**src/rtl/inst_cache_pkg.sv**
```systemverilog
// inst_cache_pkg: shared state encoding and address helpers
// for the direct-mapped instruction cache.
package inst_cache_pkg;

   typedef enum logic [4:0] {
      S_IDLE   = 5'b00001,
      S_LOOKUP = 5'b00010,
      S_MISS   = 5'b00100,
      S_REFILL = 5'b01000,
      S_RESP   = 5'b10000
   } state_e;

   function automatic int off_w(input int line_words);
      return 2 + $clog2(line_words);
   endfunction

   function automatic int idx_w(input int num_sets);
      return $clog2(num_sets);
   endfunction

   function automatic int tag_w(input int line_words,
                                input int num_sets);
      return 32 - off_w(line_words) - idx_w(num_sets);
   endfunction

   function automatic logic [31:0] addr_off(
      input logic [31:0] a,
      input int          line_words
   );
      return (a >> 2) & 32'(line_words - 1);
   endfunction

   function automatic logic [31:0] addr_idx(
      input logic [31:0] a,
      input int          line_words,
      input int          num_sets
   );
      return (a >> off_w(line_words)) & 32'(num_sets - 1);
   endfunction

   function automatic logic [31:0] addr_tag(
      input logic [31:0] a,
      input int          line_words,
      input int          num_sets
   );
      return a >> (off_w(line_words) + idx_w(num_sets));
   endfunction

endpackage

```
**src/rtl/inst_cache_if.sv**
```systemverilog
// inst_cache_if: core fetch channel and memory refill channel
// bundled; slave is the cache side, master the environment side.
interface inst_cache_if;

   logic [31:0] cpu_req_addr;
   logic        cpu_req_valid;
   logic        cpu_req_ready;
   logic [31:0] cpu_inst;
   logic        cpu_inst_valid;
   logic        cpu_inst_ready;
   logic [31:0] mem_req_addr;
   logic        mem_req_valid;
   logic        mem_req_ready;
   logic [31:0] mem_rdata;
   logic        mem_rdata_valid;
   logic        mem_rdata_ready;

   modport slave (
      input  cpu_req_addr,
      input  cpu_req_valid,
      output cpu_req_ready,
      output cpu_inst,
      output cpu_inst_valid,
      input  cpu_inst_ready,
      output mem_req_addr,
      output mem_req_valid,
      input  mem_req_ready,
      input  mem_rdata,
      input  mem_rdata_valid,
      output mem_rdata_ready
   );

   modport master (
      output cpu_req_addr,
      output cpu_req_valid,
      input  cpu_req_ready,
      input  cpu_inst,
      input  cpu_inst_valid,
      output cpu_inst_ready,
      input  mem_req_addr,
      input  mem_req_valid,
      output mem_req_ready,
      output mem_rdata,
      output mem_rdata_valid,
      input  mem_rdata_ready
   );

endinterface

```
**src/rtl/inst_cache_store.sv**
```systemverilog
// inst_cache_store: valid, tag and data arrays with one
// synchronous write port and a combinational read port.
module inst_cache_store
   import inst_cache_pkg::*;
#(
   parameter  int LINE_WORDS = 8,
   parameter  int NUM_SETS   = 16,
   localparam int IDX        = idx_w(NUM_SETS),
   localparam int WW         = $clog2(LINE_WORDS),
   localparam int TAG        = tag_w(LINE_WORDS, NUM_SETS)
) (
   input  logic           clk,
   input  logic           rst,
   input  logic           data_we_i,
   input  logic           tag_we_i,
   input  logic [IDX-1:0] w_idx_i,
   input  logic [WW-1:0]  w_word_i,
   input  logic [31:0]    w_data_i,
   input  logic [TAG-1:0] w_tag_i,
   input  logic [IDX-1:0] r_idx_i,
   input  logic [WW-1:0]  r_word_i,
   output logic           r_valid_o,
   output logic [TAG-1:0] r_tag_o,
   output logic [31:0]    r_data_o
);

   logic [NUM_SETS-1:0] valid_q;
   logic [TAG-1:0]      tag_q  [NUM_SETS];
   logic [31:0]         data_q [NUM_SETS][LINE_WORDS];

   // Valid bits: all cleared on reset, one set as its refill completes
   always_ff @(posedge clk) begin
      if (rst) begin
         valid_q <= '0;
      end else if (tag_we_i) begin
         valid_q[w_idx_i] <= 1'b1;
      end
   end

   // Tag and data arrays: written only by refill beats, never reset
   always_ff @(posedge clk) begin
      if (data_we_i) begin
         data_q[w_idx_i][w_word_i] <= w_data_i;
      end
      if (tag_we_i) begin
         tag_q[w_idx_i] <= w_tag_i;
      end
   end

   assign r_valid_o = valid_q[r_idx_i];
   assign r_tag_o   = tag_q[r_idx_i];
   assign r_data_o  = data_q[r_idx_i][r_word_i];

endmodule

```
**src/rtl/inst_cache.sv**
```systemverilog
// inst_cache: direct-mapped read-only instruction cache with
// blocking line refill and hit/miss counters.
module inst_cache
   import inst_cache_pkg::*;
#(
   parameter int LINE_WORDS = 8,
   parameter int NUM_SETS   = 16
) (
   input  logic        clk,
   input  logic        rst,
   inst_cache_if.slave bus,
   output logic [31:0] hit_cnt,
   output logic [31:0] miss_cnt
);

   localparam int OFF = off_w(LINE_WORDS);
   localparam int IDX = idx_w(NUM_SETS);
   localparam int WW  = $clog2(LINE_WORDS);
   localparam int TAG = tag_w(LINE_WORDS, NUM_SETS);
   localparam logic [WW-1:0] LAST_BEAT = WW'(LINE_WORDS - 1);

   state_e         state_q, state_d;
   logic [31:0]    addr_q, addr_d;
   logic [WW-1:0]  beat_q, beat_d;
   logic [31:0]    hit_cnt_q, hit_cnt_d;
   logic [31:0]    miss_cnt_q, miss_cnt_d;

   logic [IDX-1:0] idx;
   logic [WW-1:0]  off;
   logic [TAG-1:0] tag;
   logic           r_valid;
   logic [TAG-1:0] r_tag;
   logic [31:0]    r_data;
   logic           hit;
   logic           beat_we;
   logic           last_we;

   assign idx = IDX'(addr_idx(addr_q, LINE_WORDS, NUM_SETS));
   assign off = WW'(addr_off(addr_q, LINE_WORDS));
   assign tag = TAG'(addr_tag(addr_q, LINE_WORDS, NUM_SETS));

   assign hit     = r_valid && (r_tag == tag);
   assign beat_we = (state_q == S_REFILL) && bus.mem_rdata_valid;
   assign last_we = beat_we && (beat_q == LAST_BEAT);

   inst_cache_store #(
      .LINE_WORDS (LINE_WORDS),
      .NUM_SETS   (NUM_SETS)
   ) u_store (
      .clk       (clk),
      .rst       (rst),
      .data_we_i (beat_we),
      .tag_we_i  (last_we),
      .w_idx_i   (idx),
      .w_word_i  (beat_q),
      .w_data_i  (bus.mem_rdata),
      .w_tag_i   (tag),
      .r_idx_i   (idx),
      .r_word_i  (off),
      .r_valid_o (r_valid),
      .r_tag_o   (r_tag),
      .r_data_o  (r_data)
   );

   assign bus.cpu_req_ready   = (state_q == S_IDLE);
   assign bus.cpu_inst_valid  = (state_q == S_RESP);
   assign bus.cpu_inst        = r_data;
   assign bus.mem_req_valid   = (state_q == S_MISS);
   assign bus.mem_req_addr    = {addr_q[31:OFF], {OFF{1'b0}}};
   assign bus.mem_rdata_ready = (state_q == S_REFILL);

   assign hit_cnt  = hit_cnt_q;
   assign miss_cnt = miss_cnt_q;

   // Next state, address latch, beat counter and counter updates
   always_comb begin
      state_d    = state_q;
      addr_d     = addr_q;
      beat_d     = beat_q;
      hit_cnt_d  = hit_cnt_q;
      miss_cnt_d = miss_cnt_q;
      unique case (state_q)
         S_IDLE: begin
            if (bus.cpu_req_valid) begin
               addr_d  = bus.cpu_req_addr;
               state_d = S_LOOKUP;
            end
         end
         S_LOOKUP: begin
            if (hit) begin
               hit_cnt_d = hit_cnt_q + 32'd1;
               state_d   = S_RESP;
            end else begin
               miss_cnt_d = miss_cnt_q + 32'd1;
               state_d    = S_MISS;
            end
         end
         S_MISS: begin
            if (bus.mem_req_ready) begin
               state_d = S_REFILL;
            end
         end
         S_REFILL: begin
            if (bus.mem_rdata_valid) begin
               beat_d = beat_q + WW'(1);
               if (beat_q == LAST_BEAT) begin
                  beat_d  = '0;
                  state_d = S_RESP;
               end
            end
         end
         S_RESP: begin
            if (bus.cpu_inst_ready) begin
               state_d = S_IDLE;
            end
         end
         default: begin
            state_d = S_IDLE;
         end
      endcase
   end

   // State and datapath registers, synchronous reset
   always_ff @(posedge clk) begin
      if (rst) begin
         state_q    <= S_IDLE;
         addr_q     <= '0;
         beat_q     <= '0;
         hit_cnt_q  <= '0;
         miss_cnt_q <= '0;
      end else begin
         state_q    <= state_d;
         addr_q     <= addr_d;
         beat_q     <= beat_d;
         hit_cnt_q  <= hit_cnt_d;
         miss_cnt_q <= miss_cnt_d;
      end
   end

endmodule

```
**src/flat_wrapper.sv**
```systemverilog
// flat-port wrapper written by rule: the top's interface ports become plain ports
module inst_cache_flat import inst_cache_pkg::*;
#(
   parameter int LINE_WORDS = 8,
   parameter int NUM_SETS   = 16
)
  (clk, rst, hit_cnt, miss_cnt, bus_cpu_req_addr, bus_cpu_req_valid, bus_cpu_req_ready, bus_cpu_inst, bus_cpu_inst_valid, bus_cpu_inst_ready, bus_mem_req_addr, bus_mem_req_valid, bus_mem_req_ready, bus_mem_rdata, bus_mem_rdata_valid, bus_mem_rdata_ready);
  inst_cache_if bus_i ();
  input  logic clk;
  input  logic rst;
  output logic [31:0] hit_cnt;
  output logic [31:0] miss_cnt;
  input wire logic [$bits(bus_i.cpu_req_addr)-1:0] bus_cpu_req_addr;
  input wire logic [$bits(bus_i.cpu_req_valid)-1:0] bus_cpu_req_valid;
  output wire logic [$bits(bus_i.cpu_req_ready)-1:0] bus_cpu_req_ready;
  output wire logic [$bits(bus_i.cpu_inst)-1:0] bus_cpu_inst;
  output wire logic [$bits(bus_i.cpu_inst_valid)-1:0] bus_cpu_inst_valid;
  input wire logic [$bits(bus_i.cpu_inst_ready)-1:0] bus_cpu_inst_ready;
  output wire logic [$bits(bus_i.mem_req_addr)-1:0] bus_mem_req_addr;
  output wire logic [$bits(bus_i.mem_req_valid)-1:0] bus_mem_req_valid;
  input wire logic [$bits(bus_i.mem_req_ready)-1:0] bus_mem_req_ready;
  input wire logic [$bits(bus_i.mem_rdata)-1:0] bus_mem_rdata;
  input wire logic [$bits(bus_i.mem_rdata_valid)-1:0] bus_mem_rdata_valid;
  output wire logic [$bits(bus_i.mem_rdata_ready)-1:0] bus_mem_rdata_ready;
  assign bus_i.cpu_req_addr = bus_cpu_req_addr;
  assign bus_i.cpu_req_valid = bus_cpu_req_valid;
  assign bus_cpu_req_ready = bus_i.cpu_req_ready;
  assign bus_cpu_inst = bus_i.cpu_inst;
  assign bus_cpu_inst_valid = bus_i.cpu_inst_valid;
  assign bus_i.cpu_inst_ready = bus_cpu_inst_ready;
  assign bus_mem_req_addr = bus_i.mem_req_addr;
  assign bus_mem_req_valid = bus_i.mem_req_valid;
  assign bus_i.mem_req_ready = bus_mem_req_ready;
  assign bus_i.mem_rdata = bus_mem_rdata;
  assign bus_i.mem_rdata_valid = bus_mem_rdata_valid;
  assign bus_mem_rdata_ready = bus_i.mem_rdata_ready;
  inst_cache #(.LINE_WORDS(LINE_WORDS), .NUM_SETS(NUM_SETS)) u_core (.clk(clk), .rst(rst), .bus(bus_i), .hit_cnt(hit_cnt), .miss_cnt(miss_cnt));
endmodule
```
**config.mk**
```make
export PLATFORM = sky130hd
export DESIGN_NAME = inst_cache_flat
export DESIGN_NICKNAME = d
export VERILOG_FILES = /design/src/rtl/inst_cache_pkg.sv /design/src/rtl/inst_cache_if.sv /design/src/rtl/inst_cache_store.sv /design/src/rtl/inst_cache.sv /design/src/flat_wrapper.sv
export SDC_FILE = /design/constraint.sdc
export NUM_CORES = 2
export LEC_CHECK = 0
export CAP_MARGIN = 5
export CORE_MARGIN = 5
export CORE_UTILIZATION = 40
export DETAILED_ROUTE_END_ITERATION = 12
export GPL_ROUTABILITY_DRIVEN = 0
export PLACE_DENSITY = 0.62
export SYNTH_ARGS = -nofsm -noshare
export SYNTH_HDL_FRONTEND = slang
export SYNTH_MEMORY_MAX_BITS = 65536
export SYNTH_SLANG_ARGS = --single-unit
export TNS_END_PERCENT = 10
```
**constraint.sdc**
```tcl
create_clock -name clk -period 3.93 [get_ports clk]
set_input_delay 0.393 -clock clk [delete_from_list [all_inputs] [get_ports clk]]
set_output_delay 0.393 -clock clk [all_outputs]
set_load 0.05 [all_outputs]
```
# After elaboration in Yosys (flattened, before gate mapping)
# Memory sizes are Yosys's and may differ from the RTL's. A register that Yosys moved wholly into a read port is not among the register bits.
# Cells that the tools add are included.
# totals
mem_bits_rw	4464
input_bits	70
register_bits	120
out_inout_bits	132
word_cells	67
memories	2
# op_classes
addsub	3
n_bitwise	4
n_mux	25
n_reduce_logical	10
n_eq_ne	12
n_lt_le_gt_ge	5
# memory_table
memory	words	word_bits	rd	rd_clocked_by_memory_dff	wr	line	rtl
u_core.u_store.data_q	16	256	1	1	1	inst_cache_store.sv:29	logic [31:0] data_q [NUM_SETS][LINE_WORDS];
u_core.u_store.tag_q	16	23	1	1	1	inst_cache_store.sv:28	logic [TAG-1:0] tag_q [NUM_SETS];
# ops
op	count
256-bit two-way mux	1
32-bit binary-select mux with 3-bit select	1
32-bit demux with 3-bit select	1
32-bit two-way mux	3
32-bit by 1-bit adder with 32-bit output (second input constant)	2
5-bit two-way mux	6
5-bit case mux with 5 select lines	1
23-bit == test	1
4-bit two-way mux	4
16-bit OR	1
4-bit >= comparator (second input constant)	2
3-bit inverter with 4-bit output	2
2-bit AND reduction	4
2-bit by 1-bit != test with 1-bit output (second input constant)	3
5-bit by 1-bit == test with 1-bit output (second input constant)	1
5-bit by 2-bit == test with 1-bit output (second input constant)	1
5-bit by 3-bit == test with 1-bit output (second input constant)	1
5-bit by 4-bit == test with 1-bit output (second input constant)	1
5-bit == test (second input constant)	1
1-bit logical AND	5
4-bit by 5-bit less-than comparator with 1-bit output (second input constant)	1
1-bit two-way mux	5
5-bit AND reduction	1
1-bit binary-select mux with 4-bit select	1
8 further kinds	9

# Depth between registers and ports, before layout
# depth
depth_word	6
ltp_mapped	17
ltp_nobuf	9

# Modules after synthesis
# A second synthesis with hierarchy kept.
# unflattened
cells_unflattened	7140
hier_area_um2	174944.0
# modules_own_cells
mod	area_per_inst_um2	seq_area_each_um2	cells_per_inst	n_inst
inst_cache_store	170008.1	134368.9	6538	1
inst_cache	4936.0	2042.0	602	1

# Least setup slack after synthesis
# No wires, ideal clock.
# synth_timing
path_type	register to register
from	register u_core.state_q[4]
to	memory u_core.u_store.data_q[15][32] (netlist name) (enable)
n_path_buf	2
setup_ns	0.421
t_required_ns	3.509
synth_period_minus_slack_ns	3.961
setup_slack_ns	-0.031
arrival_ns	3.540
stages_incl_launch_ff	9
path_cell_list	dfxtp_1 -> nor4_1 -> and2_1 -> clkbuf_1 -> nand2_1 -> nor2_1 -> nand3_1 -> clkbuf_1 -> nor2_1
# synth_via
elab_chain_len	4
# synth_rtl
element	line	rtl
start: declaration	inst_cache.sv:22	state_e state_q, state_d;
start signal: assignment	inst_cache.sv:132	state_q <= state_d;
5-bit by 4-bit == test with 1-bit output	n/a	
via bus_mem_rdata_ready	flat_wrapper.sv:24	output wire logic [$bits(bus_i.mem_rdata_ready)-1:0] bus_mem_rdata_ready;
1-bit logical AND	inst_cache.sv:43	assign beat_we = (state_q == S_REFILL) && bus.mem_rdata_valid;
1-bit two-way mux	inst_cache_store.sv:42	if (data_we_i) begin
256-bit two-way mux (not written as such)	inst_cache_store.sv:43	data_q[w_idx_i][w_word_i] <= w_data_i;
end: declaration	inst_cache_store.sv:29	
# The timed path passes the listed nets, and every way through them passes these cells.

==> impl_metrics.ini <==
[status]
status = finished with violations
violations = negative setup slack

[synth]
yosysUniqueCellTypes = 66
synth.yosys.seq_area_share = 0.7759
synth-edff-count = 4464
synth_warnings = 0
syn_inst = 7295
yosys-top-cells-area = edfxtp_1 (76%), mux4_2 (18%), dfxtp_1 (1.4%)
postSynthAreaPerCell_sq_um = 24.11
synth_seq_cells = 4586
ys_async_sr_fraction = 0
synth_common_cells = edfxtp_1 (4464), mux4_2 (1431), nor2_1 (237)
synth_flop_cell = edfxtp_1
synth.largest_area_cell = edfxtp_1
synth_area_sq_mm = 0.1759
synth_most_common_cell = edfxtp_1
synthDominantCellAreaShare = 0.7621

[sta]
finClkSkew_ns = 0.03830
worst_slack_ns = -0.8916
tightestPinTransition_ns = 1.375
slew_violations = 0
hold_violations = 0
max_freq_mhz = 207.4
period_needed_ns = 4.822
slew-limit-headroom = 0.08307
setup_viol = 33
finalCritPeriodShare = 1.227
setup-tns-final_ns = -26.22
rsz0062_at_grt = true

[worst_setup_path]
ff2ff_path_depth = 14
critPathMostFrequentCell = mux4_2
crit_path_start_kind = register
critical_path_class = reg2out
cp_top_family = multiplexers
worst-path-stages = 9
worstPathArrival_ns = 4.43
r2r_slack_ns = -0.01
end_kind = output pin
worst_path_largest_cell_delay_ns = 0.64
crit_fanout = 8
required_ns = 3.54
worstPathCellList = buf_12, bufbuf_16, buf_4, buf_4, mux4_2, mux4_2, mux4_2, mux2_4, buf_12
path_buf_inv = 5
cp_slowest_cell = mux4_2

[global_route]
grt_pass1_wl_mm = 642.0
grt_pass1_vias = 84300
grt_use_total = 0.1985
grt_max_degree = 103
antenna_found_initial = 55
overflow = 0

[die]
initial_core_util = 0.4015
fp.dieH_um = 673.1
die_x_um = 673.1
dieArea_sq_mm = 0.4531
ios = 202
core_sq_mm = 0.4381
rows = 243

[clocking]
insertion_delay_ns = 0.98
htreeDepth = 5
clockBufferDepth = 4
cts-root-buf = clkbuf_16
cts_buffers = 436
clk_pin_slew_ns = 0.07
cts_tree = yes
numClockSinks = 4586

[power_and_ir_drop]
power_density_mw_per_mm2 = 634.5
vdd_drop_max_mv = 0.6882
power_leakage_nw = 62.93

[flow_run]
drv_cap = 0

[final_layout]
fin_cells = 14370
nets = 8186
flow.area_growth_from_synthesis_pct = 17.84
final_util = 0.4731
final_cell_area_sq_mm = 0.2073
drive_above_1_share = 0.3498
fillers = 34830

[routing]
drt_iter0_drc = 9958
totalWireLength_mm = 459.5
drc = 0
dr_total_vias = 82960
wl_per_cell_um = 31.97
dr.pass1.iters = 7
ant_nets = 0
via_per_inst = 5.772

[place]
pre_cts_slack_ns = -0.03211
hpwlAfterDp_mm = 258.9
dp.cells = 13450
portBuffers = 194
place_area_sq_mm = 0.1907

[hold_path]
hold_class = in2reg
hp-start = bus_mem_rdata[12]
hold_path_depth = 1
-- worst reg2reg max path: stages, from the launching register on --
cell	delay, ns
dfxtp_4	0.38
buf_12	0.13
buf_4	0.12
buf_12	0.16
buf_12	0.17
mux4_2	0.53
a31o_2	0.26
o211ai_1	0.31
nand4_1	0.23
nor4_4	0.41
buf_12	0.21
nand4_1	0.09
buf_4	0.22
nor3_1	0.23
mux2_2	0.36
-- routing by layer --
metal / part of all wire / routed length (um) / track usage / up-vias
li1: - / - / - / 33070
met3: 0.084 / 38490 / 0.03783 / 675
met2: 0.49 / 226200 / 0.3269 / 3826
met5: 0.00029 / 132 / 0 / -
met4: 0.031 / 14390 / 0.05772 / 22
met1: 0.39 / 180300 / 0.2714 / 45370
-- worst paths after layout --
kind / end
setup reg to reg: u_core.hit_cnt[27]
hold reg to reg: u_core.u_store.valid_q[9]
hold / removal: u_core.u_store.data_q[0][204]
setup / recovery: bus_cpu_inst[5]
-- layout make-up --
cell class                      count  area [sq um]  share of cell area
Clock inverter                    293          2994             0.01444
Sequential cell                  4586        136500              0.6586
Multi-Input combinational cell   2270         38500              0.1857
Antenna cell                       13         32.53           0.0001569
Clock buffer                      513         11460             0.05530
Tap cell                         5880          7357             0.03549
Timing Repair Buffer              800         10350             0.04994
Inverter                           18         75.07           0.0003622
-- layout by cell type, fill, tap and decap left out, types with 16 or more instances in the layout --
cell type,synthesis,layout
a21oi_1,52,51
and3_1,20,20
buf_12,0,220
buf_16,0,42
buf_4,40,334
buf_6,26,35
bufinv_16,0,52
clkbuf_1,168,62
clkbuf_16,0,454
clkdlybuf4s50_1,0,129
clkinv_1,1,96
clkinv_2,0,93
clkinvlp_4,0,22
dfxtp_1,122,115
dlygate4sd3_1,0,20
edfxtp_1,4464,4464
mux2_2,56,26
mux2_4,0,30
mux2i_1,47,46
mux4_2,1431,1431
nand2_1,119,118
nand3_1,36,29
nand4_1,20,20
nor2_1,237,93
nor2_4,0,144
nor2b_1,38,38
xnor2_1,16,16
-- metrics by stage --
step                      total power [mW]  hold WS, ns
after floorplan                      74.64       0.4348
after global placement               87.81       0.4485
after detailed placement             88.16       0.4617
after CTS                            131.9     0.008379
after global routing                 135.6      0.05892
final                                131.5      0.02816
-- where the power goes --
part           internal, mW  switching, mW
Combinational          15.9           18.4
Clock                  24.3           18.1
Sequential             54.1          0.685
Total                  94.3           37.2
-- state kept, by name, summed over array words and instances, names as in the netlist, named ones only --
register / count
u_core.u_store.tag_q: 368
u_core.miss_cnt: 32
u_core.beat_q: 3
u_core.u_store.data_q: 4096
u_core.state_q: 5
u_core.u_store.valid_q: 16
u_core.addr_q: 30
u_core.hit_cnt: 32
-- kinds of logic after synthesis --
family | after synthesis | share of synthesized area
DFF | 4586 | 0.7759
adders and majority gates | 4 | 0.0002845
and+or+nand+nor | 549 | 0.01453
muxes | 1546 | 0.1902
other | 1 | 0.00002132
AOI/OAI and AO/OA | 137 | 0.005164
buffers and inverters | 443 | 0.01238
xor gates and xnor gates | 29 | 0.001444
-- what timing repair did --
action / 4_1_cts / 5_1_grt
setup endpoints to repair: 35 / 80
pin swaps: 2 / 0
cloned: 15 / 8
hold endpoints to repair: 105 / 0
gates resized for setup: 108 / 52
setup buffers: 38 / 35
hold buffers: 20 / 0
No activity file was read; power rests on OpenSTA's default activity.
